### config.mk
export PLATFORM = sky130hd
export DESIGN_NAME = if_id_skid
export DESIGN_NICKNAME = d
export VERILOG_FILES = /design/src/rtl/if_id_skid.sv
export SDC_FILE = /design/constraint.sdc
export NUM_CORES = 1
export LEC_CHECK = 0
export ABC_AREA = 1
export ABC_CLOCK_PERIOD_IN_PS = 1850
export BUFFER_PORTS_ARGS = -buffer_cell sky130_fd_sc_hd__clkbuf_2
export CORE_ASPECT_RATIO = 0.5
export CORE_MARGIN = 8
export CORE_UTILIZATION = 45
export CTS_BUF_LIST = sky130_fd_sc_hd__clkbuf_4
export DETAILED_ROUTE_END_ITERATION = 10
export PLACE_DENSITY = 0.7
export SKIP_CTS_REPAIR_TIMING = 1
export SLEW_MARGIN = 40
export SYNTH_ARGS = -nofsm -noshare
export SYNTH_HDL_FRONTEND = slang
export SYNTH_SLANG_ARGS = --single-unit
### constraint.sdc
create_clock -name clk_i -period 1.85 [get_ports clk_i]
set_clock_uncertainty 0.1 [all_clocks]
set_input_delay 0.185 -clock clk_i [delete_from_list [all_inputs] [get_ports clk_i]]
set_output_delay 0.185 -clock clk_i [all_outputs]
set_load 0.02 [all_outputs]
### src/rtl/if_id_skid.sv
// ---------------------------------------------------------------------------
// if_id_skid
//   Fetch-to-decode pipeline register with a two-entry skid buffer. Beats
//   from the fetch unit are presented to decode in the order they arrive.
//   ready_o depends only on internal state, so there is no combinational
//   path from decode's ready back to fetch.
//
// Ports
//   clk_i        clock
//   rst_ni       asynchronous active-low reset
//   valid_i      fetch presents a beat
//   inst_i       fetched instruction
//   inst_addr_i  fetched instruction address
//   ready_o      buffer can accept a beat this cycle
//   valid_o      beat available to decode
//   inst_o       instruction to decode (NOP_INST when empty)
//   inst_addr_o  instruction address to decode (0 when empty)
//   ready_i      decode / ID-EX can accept
//   hold_flag_i  pipeline control; only PIPE_CLEAR is acted on
//   count_o      occupancy 0..2
// ---------------------------------------------------------------------------
module if_id_skid #(
    parameter int                DW         = 32,
    parameter int                AW         = 32,
    parameter logic [DW-1:0]     NOP_INST   = 32'h00000013,
    parameter int                HOLD_W     = 3,
    parameter logic [HOLD_W-1:0] PIPE_CLEAR = 3'd1
) (
    input  logic              clk_i,
    input  logic              rst_ni,
    input  logic              valid_i,
    input  logic [DW-1:0]     inst_i,
    input  logic [AW-1:0]     inst_addr_i,
    output logic              ready_o,
    output logic              valid_o,
    output logic [DW-1:0]     inst_o,
    output logic [AW-1:0]     inst_addr_o,
    input  logic              ready_i,
    input  logic [HOLD_W-1:0] hold_flag_i,
    output logic [1:0]        count_o
);

    // The state encoding doubles as the occupancy count.
    typedef enum logic [1:0] {
        EMPTY = 2'd0,
        ONE   = 2'd1,
        FULL  = 2'd2
    } state_t;

    state_t        state;
    logic          main_valid;
    logic          skid_valid;
    logic [DW-1:0] main_inst;
    logic [AW-1:0] main_addr;
    logic [DW-1:0] skid_inst;
    logic [AW-1:0] skid_addr;

    logic accept;
    logic take;
    logic flush;

    // Valid bits are decoded from the state, which guarantees that the skid
    // entry is never valid without the main entry.
    assign main_valid = (state != EMPTY);
    assign skid_valid = (state == FULL);

    assign ready_o     = ~skid_valid;
    assign valid_o     = main_valid;
    assign inst_o      = main_valid ? main_inst : NOP_INST;
    assign inst_addr_o = main_valid ? main_addr : '0;
    assign count_o     = {1'b0, main_valid} + {1'b0, skid_valid};

    assign accept = valid_i & ready_o;
    assign take   = valid_o & ready_i;
    assign flush  = (hold_flag_i == PIPE_CLEAR);

    // Occupancy state machine plus payload registers. Payloads only load when
    // a beat lands in them; otherwise they hold. A flush empties the buffer
    // and discards any beat accepted in the same cycle.
    always_ff @(posedge clk_i or negedge rst_ni) begin
        if (!rst_ni) begin
            state     <= EMPTY;
            main_inst <= '0;
            main_addr <= '0;
            skid_inst <= '0;
            skid_addr <= '0;
        end else if (flush) begin
            state <= EMPTY;
        end else begin
            case (state)
                EMPTY: begin
                    if (accept) begin
                        main_inst <= inst_i;
                        main_addr <= inst_addr_i;
                        state     <= ONE;
                    end
                end
                ONE: begin
                    if (accept && take) begin
                        main_inst <= inst_i;
                        main_addr <= inst_addr_i;
                    end else if (accept) begin
                        // Decode stalled: park the new beat behind main.
                        skid_inst <= inst_i;
                        skid_addr <= inst_addr_i;
                        state     <= FULL;
                    end else if (take) begin
                        state <= EMPTY;
                    end
                end
                FULL: begin
                    // ready_o is low here, so only a take can move things.
                    if (take) begin
                        main_inst <= skid_inst;
                        main_addr <= skid_addr;
                        state     <= ONE;
                    end
                end
                default: state <= EMPTY;
            endcase
        end
    end

endmodule
==> results.json <==
{
  "grt-ovfl-total": 0,
  "r2r_cells": 9,
  "path_buf_inv": 3,
  "synth_edf_count": 0,
  "ys_seq_area_share_pct": 50.5,
  "cp_top_family": "buffers and inverters",
  "drc": 0,
  "muxShareOfSynthArea_pct": 0,
  "h-tree-depth": 4,
  "dieArea_sq_mm": 0.0186,
  "p_leak_uw": 0.00487,
  "grt_max_degree": 70,
  "p_int_uw": 8220,
  "seqPwrFrac_pct": 33.4,
  "crit_path_start_kind": "flop",
  "clock_latency_ns": 0.50,
  "violations": "setup timing",
  "final_cell_mix": "nand2_1, dfrtp_1, nand3_1",
  "first_pass_iters": 5,
  "syn_nets": 964,
  "wl_mm": 18.1,
  "wire_per_inst_um": 13.9,
  "grt_pass1_wl_mm": 27.6,
  "worstPathMaxFanout": 15,
  "rsz0062_at_grt": "yes",
  "layout_commonest_cell": "nand2_1",
  "synth-simple-area-share_pct": 34.3,
  "port_buffers": 138,
  "layout_min_cycle_time_ns": 1.94,
  "crit_cells": 5,
  "drt_iter0_drc": 514,
  "dp_slack_ns": 0.203,
  "end_kind": "output pin",
  "placed_area_sq_mm": 0.00737,
  "maxSlewViolCount": 0,
  "fmax_ghz": 0.517,
  "path_class": "reg2out",
  "slew_headroom_pct": 69.4,
  "drive_above_1_share_pct": 20.7,
  "hold_path.class": "in2async",
  "fin_util_pct": 61.5,
  "cts_sinks": 130,
  "num_vias": 6251,
  "fin_setup_tns_ns": -2.97,
  "synth-async-reset-ratio_pct": 100,
  "start_util_pct": 45.2,
  "syn-cell-area_sq_mm": 0.00644,
  "critPathArrivalTime_ns": 1.65,
  "crit_path_cell_trace": "nor2_4, buf_12, clkbuf_16, nor2_1, buf_2",
  "powerDensity_mw_per_mm2": 1680,
  "synth_top_family_by_area": "simple AND/OR/NAND/NOR gates",
  "setup_slack_ns": -0.0853,
  "cts_buffer_depth": 2,
  "comb_power_share_pct": 51.9,
  "synth-xor-area-share_pct": 0,
  "yosys_warnings": 0,
  "synth_compound_area_share_pct": 4.68,
  "fin_nets": 1162,
  "dpl.hpwl_mm": 11.2,
  "p_clk_share_pct": 14.8,
  "clkSlewWorstSetupHoldPaths_ns": 0.13,
  "crit_path_top_delay_cell": "dfrtp_2",
  "cap_violations": 0,
  "areaGrowthSynthToFinish_pct": 36.1,
  "coreArea_sq_mm": 0.0142,
  "period_share_pct": 105,
  "antenna_found_initial": 1,
  "ys.flop_type": "dfrtp_1",
  "p_switching_uw": 6510,
  "cts_tree": "built",
  "cpPeakStageDelay_ns": 0.46,
  "drtAntennaViolNets": 0,
  "final_cell_area_sq_mm": 0.00876,
  "ir_worst_vdd_mv": 0.875,
  "gp_congestion": 0.754,
  "synthCells": 893,
  "via_per_inst": 4.80,
  "tightest_slew_ns": 0.459,
  "netSwitchingFraction_pct": 44.2,
  "numCtsBuffers": 17,
  "die-width_um": 185,
  "synth_area_per_cell_sq_um": 7.21,
  "setup_viol": 64,
  "finalPower_uw": 14700,
  "num_rows": 31,
  "globalRouteTotalUtil_pct": 18.1,
  "crit_required_ns": 1.56,
  "synth_cell_types": 20,
  "yosys.area_share.adder_pct": 0,
  "grt_pass1_vias": 5637,
  "status": "finished, violations left",
  "cts-root-buf": "clkbuf_4",
  "synth_seq_cells": 130,
  "ios": 139,
  "hold_viol_final": 0,
  "die_h_um": 101
}
## path summary, 6_finish.rpt
| check | from | end | slack, ns |
|---|---|---|---|
| worst max-delay path | state[0]$_DFFE_PN0P_ | inst_addr_o[23] | -0.09 |
| worst min-delay path | rst_ni | main_inst[27]$_DFFE_PN0P_ | 0.06 |
| worst max register to register | state[0]$_DFFE_PN0P_ | main_inst[8]$_DFFE_PN0P_ | 0.14 |
| worst min register to register | main_addr[1]$_DFFE_PN0P_ | main_addr[1]$_DFFE_PN0P_ | 0.38 |
| max in group asynchronous | rst_ni | skid_addr[20]$_DFFE_PN0P_ | 0.96 |
| min in group clk_i | hold_flag_i[2] | state[1]$_DFFE_PN0P_ | 0.08 |
## state kept, by name, summed over array words and instances, names as in the netlist
name,count
main_addr,32
main_inst,32
skid_addr,32
skid_inst,32
state,2
## synthesized netlist by cell type, types with 2 or more instances
master	number	area share (%)
a21oi_1	2	0.16
buf_6	5	0.87
nor2_1	65	3.8
nand2_1	377	22
o21ai_1	19	1.5
buf_4	7	0.82
inv_1	93	5.4
dfrtp_1	130	51
buf_1	5	0.29
buf_2	25	1.9
or2_2	3	0.29
clkbuf_1	18	1.0
nand3_1	101	7.9
o21ai_0	36	2.8
nand2_2	2	0.19
## cell type report
cell class / count / area (sq um)
multi-input combinational: 609 / 2630
fill: 1285 / 5470
clock inverter: 14 / 188
clock buffer: 18 / 135
tap: 198 / 248
sequential: 130 / 3260
timing repair buffer: 239 / 1950
inverter: 94 / 355
antenna: 1 / 2.50
## routing by layer
metal	track usage [%]	share of wire, %
met5	0	0
met4	5.01	1.1
met3	3.85	4.7
met2	30.9	50
met1	23.1	44
## cell families after synthesis
logic type	after synthesis
AND/OR/NAND/NOR	550
flip-flops	130
AO/OA/AOI/OAI	59
buffers and inverters	154
## power by group through the flow
stage / logic (uW) / registers [uW] / clock network [uW]
final: 7640 / 4920 / 2170
after global routing: 8450 / 5070 / 2360
after CTS: 6500 / 4900 / 2240
after detailed placement: 6490 / 4950 / 0
after global placement: 6370 / 4920 / 0
after floorplan: 4570 / 4760 / 0
## through the flow
stage               hold WS [ns]  std cells
finish                    0.0570       1303
global route              0.0438       1303
CTS                       -0.537       1224
detailed placement        0.0530       1192
global placement          0.0457       1192
floorplan                 -0.211        893
Power figures use the tool's default switching activity.
